[config.mk]
export PLATFORM = sky130hd
export DESIGN_NAME = rsa_modexp_sequencer
export DESIGN_NICKNAME = d
export VERILOG_FILES = /design/src/rtl/rsa_modexp_sequencer.sv
export SDC_FILE = /design/constraint.sdc
export NUM_CORES = 1
export LEC_CHECK = 0
export BUFFER_PORTS_ARGS = -buffer_cell sky130_fd_sc_hd__buf_2
export CORE_MARGIN = 2
export CORE_UTILIZATION = 40
export CTS_BUF_LIST = sky130_fd_sc_hd__clkbuf_4
export CTS_CLUSTER_DIAMETER = 100
export DETAILED_ROUTE_END_ITERATION = 7
export SYNTH_ARGS = -nofsm -noshare
export SYNTH_HDL_FRONTEND = slang
export SYNTH_SLANG_ARGS = --single-unit
[constraint.sdc]
create_clock -name clk -period 2.2 [get_ports clk]
set_input_delay 0.22 -clock clk [delete_from_list [all_inputs] [get_ports clk]]
set_output_delay 0.22 -clock clk [all_outputs]
set_load 0.01 [all_outputs]
[src/rtl/rsa_modexp_sequencer.sv]
// Left-to-right square-and-multiply sequencer for byte RSA: result = plain^exponent mod modulus,
// with every modular product delegated to an external Montgomery multiplier.
module rsa_modexp_sequencer #(
  parameter int WIDTH = 8
) (
  input  logic             clk,
  input  logic             rst_n,
  input  logic             start,
  input  logic             stop,
  input  logic [WIDTH-1:0] plain,
  input  logic [WIDTH-1:0] exponent,
  input  logic [WIDTH-1:0] modulus,
  input  logic [WIDTH-1:0] mont_r2,
  output logic             busy,
  output logic             done,
  output logic             error,
  output logic [WIDTH-1:0] result,
  output logic             mm_start,
  output logic [WIDTH-1:0] mm_a,
  output logic [WIDTH-1:0] mm_b,
  output logic [WIDTH-1:0] mm_n,
  input  logic             mm_done,
  input  logic [WIDTH-1:0] mm_result,
  output logic [2:0]       state_dbg
);

  localparam int IW = (WIDTH > 1) ? $clog2(WIDTH) : 1;
  localparam logic [WIDTH-1:0] ONE = WIDTH'(1);
  localparam logic [IW-1:0]    TOP = IW'(WIDTH - 1);

  typedef enum logic [2:0] {
    S_IDLE   = 3'd0,
    S_TO_M   = 3'd1,
    S_TO_ONE = 3'd2,
    S_SQR    = 3'd3,
    S_MUL    = 3'd4,
    S_NEXT   = 3'd5,
    S_FROM   = 3'd6,
    S_DRAIN  = 3'd7
  } state_t;

  state_t           state;
  logic [WIDTH-1:0] m_r;
  logic [WIDTH-1:0] e_r;
  logic [WIDTH-1:0] r2_r;
  logic [WIDTH-1:0] acc;
  logic [WIDTH-1:0] m_mont;
  logic [IW-1:0]    bit_idx;
  logic             pending;
  logic [WIDTH-1:0] op_a;
  logic [WIDTH-1:0] op_b;
  logic             outstanding_now;

  assign state_dbg = state;

  // Multiplier handshake: mm_start is a one-cycle launch; mm_a/mm_b/mm_n are registers that only
  // change on a launch, so they stay stable until the matching mm_done pulse has been consumed.
  // pending marks a launched product whose mm_done has not yet been seen.
  always_comb begin
    op_a = '0;
    op_b = '0;
    unique case (state)
      S_TO_M:   begin op_a = m_r; op_b = r2_r; end
      S_TO_ONE: begin op_a = ONE; op_b = r2_r; end
      S_SQR:    begin op_a = acc; op_b = acc;  end
      S_MUL:    begin op_a = acc; op_b = m_mont; end
      S_FROM:   begin op_a = acc; op_b = ONE;  end
      default:  begin op_a = '0;  op_b = '0;   end
    endcase
  end

  // A product whose mm_done lands in the same cycle as stop needs no drain.
  assign outstanding_now = pending && !mm_done;

  always_ff @(posedge clk) begin
    if (!rst_n) begin
      state    <= S_IDLE;
      busy     <= 1'b0;
      done     <= 1'b0;
      error    <= 1'b0;
      result   <= '0;
      mm_start <= 1'b0;
      mm_a     <= '0;
      mm_b     <= '0;
      mm_n     <= '0;
      m_r      <= '0;
      e_r      <= '0;
      r2_r     <= '0;
      acc      <= '0;
      m_mont   <= '0;
      bit_idx  <= '0;
      pending  <= 1'b0;
    end else begin
      mm_start <= 1'b0;
      unique case (state)
        S_IDLE: begin
          if (start && !stop) begin
            if (!modulus[0]) begin
              error <= 1'b1;
              done  <= 1'b0;
            end else begin
              m_r   <= plain;
              e_r   <= exponent;
              r2_r  <= mont_r2;
              mm_n  <= modulus;
              done  <= 1'b0;
              error <= 1'b0;
              busy  <= 1'b1;
              state <= S_TO_M;
            end
          end
        end

        S_DRAIN: begin
          if (mm_done) begin
            pending <= 1'b0;
            busy    <= 1'b0;
            state   <= S_IDLE;
          end
        end

        default: begin
          if (stop) begin
            done    <= 1'b0;
            pending <= outstanding_now;
            busy    <= outstanding_now;
            state   <= outstanding_now ? S_DRAIN : S_IDLE;
          end else if (state == S_NEXT) begin
            if (bit_idx == '0) begin
              state <= S_FROM;
            end else begin
              bit_idx <= bit_idx - 1'b1;
              state   <= S_SQR;
            end
          end else if (!pending) begin
            mm_start <= 1'b1;
            mm_a     <= op_a;
            mm_b     <= op_b;
            pending  <= 1'b1;
          end else if (mm_done) begin
            pending <= 1'b0;
            unique case (state)
              S_TO_M: begin
                m_mont <= mm_result;
                state  <= S_TO_ONE;
              end
              S_TO_ONE: begin
                acc     <= mm_result;
                bit_idx <= TOP;
                state   <= S_SQR;
              end
              S_SQR: begin
                acc   <= mm_result;
                state <= e_r[bit_idx] ? S_MUL : S_NEXT;
              end
              S_MUL: begin
                acc   <= mm_result;
                state <= S_NEXT;
              end
              S_FROM: begin
                result <= mm_result;
                done   <= 1'b1;
                busy   <= 1'b0;
                state  <= S_IDLE;
              end
              default: state <= S_IDLE;
            endcase
          end
        end
      endcase
    end
  end

endmodule

# == Yosys cells after proc, flatten, opt, wreduce, memory -nomap -nowiden ==
# Cells that the tools add are included.
# word_totals
word_cells,115
register_bits,83
in_bits,45
# classes
mux,44
bitwise,7
magnitude_cmp,1
n_reduce_logical,32
eq_ne,14
addsub,1
# op_table
op,count
$mux W3,14
$pmux W8 S4,1
$reduce_and A6 Y1,5
$pmux W8 S3,1
$mux W1,22
$eq A3 B3 Y1 const B,4
$pmux W3 S4,1
$reduce_bool A4 Y1,3
$reduce_bool A3 Y1,3
$ne A2 B2 Y1 const B,4
$not A1 Y1,7
$reduce_and A7 Y1,1
$eq A3 B2 Y1 const B,2
$logic_not A3 Y1,2
$ne A3 B2 Y1 const B,2
$pmux W1 S2,3
$pmux W3 S2,1
$reduce_and A3 Y1,2
$reduce_bool A2 Y1,3
$reduce_or A3 Y1,2
$reduce_and A5 Y1,1
$reduce_bool A5 Y1,1
$reduce_or A5 Y1,1
$lt A3 B4 Y1 const B,1
9 further kinds,12

# == Longest topological paths before layout ==
# Gate-level depths: netlist of the first run.
# depth
word_depth,9
depth_mapped,8
ltp_nobuf,7

# == Worst setup path before layout of the first run ==
# No wires, ideal clock.
# synth_timing
kind,reg2reg
startpoint,reg bit_idx[0]
endpoint,reg bit_idx[2]
required_time_ps,2142
t_arrival_ps,1571
path_stages_with_launch,8
path_slack_ps,571
setup_time_ps,58
path_cell_list,dfxtp_1 clkbuf_1 inv_1 ha_1 nor2b_1 o22a_1 a211oi_2 o221a_2
# synth_between
elab_chain_cells,3
word_cells_on_any_way,6
# synth_rtl
element,line,text
from (decl),48,logic [IW-1:0] bit_idx;
from (signal assigned),132,bit_idx <= bit_idx - 1'b1;
$sub A3 B1 Y3 or $logic_not A3 Y1 (tied branches),"132, 129",
$mux W3 or $ne A2 B2 Y1 (tied branches),n/a,
$mux W3 or $reduce_and A6 Y1 (tied branches),n/a,
# Several ways; a longest one is shown, not always the timed one. The select of a mux whose other input is x is not followed.
# A chain may end at the register's enable or synchronous reset.

# == Final worst setup path of the first run ==
# layout_timing
startpoint,"reg state[2], in the netlist state_dbg[2]"
endpoint,reg bit_idx[2]
# layout_between
elab_chain_cells,4
word_cells_on_any_way,12
# layout_rtl
element,line,text
from (decl),42,state_t state;
from (signal assigned),127,state <= outstanding_now ? S_DRAIN : S_IDLE;
from (signal assigned),154,state <= e_r[bit_idx] ? S_MUL : S_NEXT;
$eq A3 B3 Y1 or $logic_not A3 Y1 (tied branches),95,unique case (state)
$reduce_or A2 Y1 (no line),n/a,
$not A1 Y1 (no line),n/a,
$reduce_and A6 Y1 (no line),n/a,
# Several ways; a longest one is shown, not always the timed one.

==> results of run 1 <==
-- sequential cells by signal, summed over array words and instances (netlist names), 3 cells and up --
register / cells
state_dbg: 3
bit_idx: 3
mm_b: 8
r2_r: 8
m_mont: 8
e_r: 8
result: 8
m_r: 8
acc: 8
mm_a: 8
mm_n: 8
-- per-stage QoR --
step / power, mW / hold WS [ns] / util [%]
6_report: 3.574 / 0.01812 / 50.04
5_1_grt: 3.782 / 0.01401 / 50.04
4_1_cts: 3.599 / 0.0001747 / 50.04
3_5_place_dp: 2.642 / 0.4458 / 46.91
3_3_place_gp: 2.630 / 0.4395 / 46.91
2_1_floorplan: 2.343 / 0.3417 / -
-- layout make-up --
class	count	area [sq um]	share of cell area (%)
clock buffer	10	75.07	1.631
inverter	6	22.52	0.4894
sequential	83	1662	36.11
timing repair buffer	112	693.2	15.06
tap	111	138.9	3.018
clock inverter	6	72.57	1.577
multi-input combinational	321	1938	42.12
-- critical path: stages, from the launching register on --
cell and delay, ns:
dfxtp_1 0.68, buf_4 0.30, nand2_1 0.17, o22a_1 0.23, a211oi_2 0.32, o221a_2 0.25
-- path summary, 6_finish.rpt --
| kind | from | end | slack [ns] | depth (start not counted) |
|---|---|---|---|---|
| setup reg to reg | state_dbg[2] | bit_idx[2] | 0.19 | 5 |
| hold reg to reg | e_r[6] | e_r[6] | 0.46 | 2 |
| hold / removal | modulus[2] | mm_n[2] | 0.02 | 3 |
| setup / recovery | state_dbg[2] | bit_idx[2] | 0.19 | 5 |
-- report_power, final --
part           internal (mW)  total (mW)  switching [mW]  leakage [nW]
clock network          0.371       0.944           0.573        0.0712
logic                  0.385       0.908           0.523          1.17
registers               1.63        1.72          0.0975         0.673
total                   2.38        3.57            1.19          1.91
-- per-layer routing --
| layer | up-vias | global-route usage (%) | part of all wire, % |
|---|---|---|---|
| met5 | - | 0 | 0 |
| met4 | 0 | 7.796 | 1.8 |
| met3 | 13 | 3.106 | 5.1 |
| met2 | 100 | 29.29 | 45 |
| met1 | 1595 | 28.96 | 49 |
| li1 | 1721 | - | - |
-- cells in the final DEF, fill, tap and decap left out, drive strengths merged, types with 3 or more instances in the layout --
cell / instances
nand3: 7
mux2i: 35
nand2b: 6
clkbuf: 10
a211oi: 8
inv: 8
nor2: 60
nor3: 3
nand2: 78
o21ai: 11
dlygate4sd3: 14
clkinvlp: 3
mux2: 7
buf: 98
o211a: 8
and2: 3
dfxtp: 83
o211ai: 7
a21oi: 50
a22oi: 8
-- cell families (layout without fill, tap and decap cells) --
group	Yosys count	count (layout)
buffers and inverters	36	134
muxes	43	43
AOI/OAI and AO/OA	110	110
and+or+nand+nor	166	166
adders and majority gates	2	2
DFF	83	83
-- what timing repair did --
| action | 4_1_cts | 5_1_grt |
|---|---|---|
| hold buffers | 14 | 0 |
| endpoints found under the hold margin | 14 | 0 |
| gates resized for setup | 0 | 0 |
==> results.py, run 1 <==
metrics = {
    "power_and_ir_drop": {
        "ir_worst_vdd_uv": 288.4,
        "p_leak_nw": 1.913,
        "power_density_nw_per_um2": 776.7,
    },
    "synth": {
        "synth_xor_xnor_area_share_pct": 0,
        "yosys_warnings": 0,
        "yosys-top-cells-count": "dfxtp_1, nand2_1, nor2_1",
        "yosys.cell_count.top_type": "dfxtp_1",
        "synth_ff_type": "dfxtp_1",
        "synth_edf_count": 0,
        "yosys.area_share.simple_pct": 19.07,
        "syn_nets": 487,
        "yosys.area.top_type": "dfxtp_1",
        "yosysSeqAreaShare_pct": 43.89,
        "async_flop_share_pct": 0,
        "synthesis.area_sq_um": 3786,
        "synth.area.top_cells": "dfxtp_1, mux2i_1, nand2_1",
        "syn_area_per_cell_sq_um": 8.605,
        "synth_cell_type_count": 52,
        "synthAdderAreaFrac_pct": 0.6609,
        "synth_top_area_share_pct": 43.89,
        "synthCells": 440,
        "synth_mux_area_share_pct": 11.93,
        "ys_ff_latch": 83,
        "synth_top_family_by_area": "compound AO/OA/AOI/OAI gates",
        "synth_compound_area_share_pct": 19.53,
    },
    "clock_network": {
        "clock_latency_ns": 0.44,
        "clkSlewWorstSetupHoldPaths_ns": 0.14,
        "cts.sinks": 83,
        "cts_buffer_depth": 2,
        "post_cts.repair.setup_buffers": 0,
        "cts_root_buf": "clkbuf_4",
        "cts_buffers": 9,
        "cts_max_level": 3,
        "tritoncts": "built",
    },
    "cells_and_area": {
        "fillerInstances": 916,
        "instances_no_fill": 649,
        "drive_gt1_share_pct": 24.54,
        "nets": 580,
        "diodes": 0,
        "syn_to_final_growth_pct": 21.55,
        "design_area_sq_um": 4602,
    },
    "die": {
        "die_area_sq_um": 10260,
        "rows": 35,
        "core_sq_um": 9196,
        "ios": 84,
        "initial_core_util_pct": 41.17,
        "chipHeight_um": 101.3,
        "die_x_um": 101.3,
    },
    "worst_setup_path": {
        "crit_required_ns": 2.58,
        "path_max_fanout": 15,
        "cp.arrival_ns": 2.39,
        "critical_path_class": "register to register",
        "end_kind": "register",
        "setup.worst_path.start_class": "register",
    },
    "place": {
        "dpl_worst_slack_ns": 0.2800,
        "placed_cells": 619,
        "post-dp-hpwl_mm": 6.985,
        "gp_congestion": 0.8296,
        "numPortBuffers": 83,
        "placed_area_sq_um": 4314,
    },
    "sta": {
        "worst_pin_slew_ns": 0.5877,
        "setup_slack_ns": 0.1914,
        "fmax_mhz": 497.9,
        "finalHoldViolCount": 0,
        "rsz0062_at_grt": "no",
        "setup_viol": 0,
        "finClkSkew_ns": 0.01994,
        "tns_ns": 0,
        "min_period_over_period_pct": 91.30,
        "fin_crit_ns": 2.009,
        "drv_slew": 0,
        "relSlewSlack_pct": 60.71,
    },
    "global_routing": {
        "grt_pass1_wl_mm": 16.13,
        "grt_overflow": 0,
        "antenna_found_initial": 0,
        "grt_pass1_vias": 3144,
        "grt.total_usage_pct": 19.84,
        "grt_max_degree": 32,
    },
    "detailed_routing": {
        "vias": 3429,
        "drc": 0,
        "routedWlPerCell_um": 15.16,
        "vias_per_cell": 5.284,
        "drt-initial-drc-count": 176,
        "wl_mm": 9.836,
        "first_pass_iters": 6,
        "ant_nets": 0,
    },
    "min_path": {
        "hp-class": "primary input to register",
    },
    "job": {
        "cap_violations": 0,
    },
    "outcome": {
        "outcome": "finished clean",
    },
}
No activity file was read; power rests on OpenSTA's default activity.
==> run 2: changes to the inputs <==
--- a/config.mk
+++ b/config.mk
@@ -6,11 +6,14 @@
 export NUM_CORES = 1
 export LEC_CHECK = 0
 export BUFFER_PORTS_ARGS = -buffer_cell sky130_fd_sc_hd__buf_2
+export CELL_PAD_IN_SITES_DETAIL_PLACEMENT = 1
+export CELL_PAD_IN_SITES_GLOBAL_PLACEMENT = 2
 export CORE_MARGIN = 2
-export CORE_UTILIZATION = 40
+export CORE_UTILIZATION = 33
 export CTS_BUF_LIST = sky130_fd_sc_hd__clkbuf_4
 export CTS_CLUSTER_DIAMETER = 100
 export DETAILED_ROUTE_END_ITERATION = 7
+export PLACE_DENSITY_LB_ADDON = 0.1
 export SYNTH_ARGS = -nofsm -noshare
 export SYNTH_HDL_FRONTEND = slang
 export SYNTH_SLANG_ARGS = --single-unit
==> run 2 against run 1 <==
Hold slack improved by 0.019 ns. Critical endpoint is now mm_b[3]. Flip-flop and latch count did not move. Largest power group unchanged. Final area rose by 6.2%.
==> results.py, run 2 (synthesis results as in run 1) <==
metrics = {
    "worst_setup_path": {
        "r2r_start": "state_dbg[1]",
        "r2r_slack_ns": 0.27,
        "setup.worst_path.start_class": "register",
        "cp.arrival_ns": 2.29,
        "path_max_fanout": 22,
        "critical_path_class": "register to register",
        "crit_required_ns": 2.57,
        "rr_worst_depth": 5,
        "r2r_end": "mm_b[3]",
        "end_kind": "register",
    },
    "die": {
        "die_x_um": 111.1,
        "die_area_sq_um": 12350,
        "chipHeight_um": 111.1,
        "rows": 39,
        "ios": 84,
        "initial_core_util_pct": 33.44,
        "core_sq_um": 11320,
    },
    "detailed_routing": {
        "routedWlPerCell_um": 16.06,
        "vias_per_cell": 5.030,
        "ant_nets": 0,
        "drc": 0,
        "vias": 3556,
        "wl_mm": 11.35,
        "first_pass_iters": 4,
        "drt-initial-drc-count": 143,
    },
    "cells_and_area": {
        "nets": 606,
        "diodes": 0,
        "syn_to_final_growth_pct": 29.11,
        "instances_no_fill": 707,
        "fillerInstances": 1373,
        "drive_gt1_share_pct": 23.94,
        "layout_common_cells": "dfxtp_1, buf_2, nand2_1",
    },
    "outcome": {
        "outcome": "finished clean",
    },
    "sta": {
        "finalHoldViolCount": 0,
        "setup_viol": 0,
        "min_period_over_period_pct": 87.52,
        "relSlewSlack_pct": 53.34,
        "rsz0062_at_grt": "no",
        "fin_crit_ns": 1.925,
        "worst_pin_slew_ns": 0.6999,
        "finClkSkew_ns": 0.01484,
        "fmax_mhz": 519.4,
        "drv_slew": 0,
        "tns_ns": 0,
    },
    "job": {
        "cap_violations": 0,
    },
    "clock_network": {
        "cts.sinks": 83,
        "cts_buffers": 9,
        "cts_buffer_depth": 2,
        "post_cts.repair.setup_buffers": 0,
        "clock_latency_ns": 0.47,
        "ctsHoldBuffers": 35,
        "cts_root_buf": "clkbuf_4",
        "tritoncts": "built",
        "cts_max_level": 3,
        "clkSlewWorstSetupHoldPaths_ns": 0.14,
        "cts_resized": 0,
    },
    "place": {
        "numPortBuffers": 83,
        "post-dp-hpwl_mm": 7.920,
        "gp_congestion": 0.8059,
        "placed_cells": 655,
    },
    "min_path": {
        "min_to": "m_mont[5]",
        "holdCritStartpoint": "mm_result[5]",
        "min_path_cells": 3,
        "hp-class": "primary input to register",
    },
    "power_and_ir_drop": {
        "p_leak_nw": 2.029,
        "power.total_mw": 3.639,
        "power_density_nw_per_um2": 744.3,
        "ir_worst_vdd_uv": 344.5,
    },
    "global_routing": {
        "grt.total_usage_pct": 19.20,
        "antenna_found_initial": 0,
        "grt_overflow": 0,
        "grt_max_degree": 37,
        "grt_pass1_vias": 3698,
        "grt_pass1_wl_mm": 18.84,
    },
}
[run 2: cell type report]
cell class / count / area (sq um) / area share, %
clock buffers: 9 / 67.56 / 1.382
clock inverters: 7 / 76.32 / 1.561
inverters: 6 / 22.52 / 0.4607
multi-input cells: 321 / 1938 / 39.65
flip-flops and latches: 83 / 1662 / 33.99
well taps: 143 / 178.9 / 3.660
repair buffers: 138 / 943.4 / 19.30
[run 2: how the worst max path moves through the flow]
stage | to | cells after the start | slack [ns] | startpoint
3_5_place_dp | mm_a[0] | 5 | 0.31 | state_dbg[1]
3_3_place_gp | bit_idx[1] | 6 | 0.33 | state_dbg[0]
6_report | mm_b[3] | 5 | 0.27 | state_dbg[1]
4_1_cts | mm_b[3] | 5 | 0.27 | state_dbg[1]
2_1_floorplan | bit_idx[2] | 7 | 0.57 | bit_idx[0]
5_1_grt | mm_a[1] | 5 | 0.10 | state_dbg[1]
[run 2: power by group]
part / switching, mW / internal, mW
Combinational: 0.564 / 0.425
Clock: 0.587 / 0.357
Sequential: 0.0813 / 1.63
Total: 1.23 / 2.41
[run 2: routing by layer]
metal	track usage [%]	vias up	share of wire, %
met5	0	-	0
met4	5.514	0	1.8
met3	5.194	16	3.6
met2	32.60	65	49
met1	24.00	1708	45
li1	-	1767	-
[run 2: critical path, stage by stage, from the launching register on]
cell and delay (ns):
dfxtp_1 0.53, nor3_2 0.13, a2111oi_4 0.64, buf_12 0.24, o211ai_1 0.12, o211a_1 0.14
[run 2: through the flow]
stage	util (%)	cell area, sq um	setup slack [ns]	hold WS, ns
2_1_floorplan	-	3786	0.5706	0.3417
3_3_place_gp	38.73	4384	0.3289	0.4389
3_5_place_dp	38.73	4384	0.3130	0.4482
4_1_cts	43.09	4878	0.2656	0.0009128
5_1_grt	43.18	4888	0.1020	0.02359
6_report	43.18	4888	0.2746	0.03746
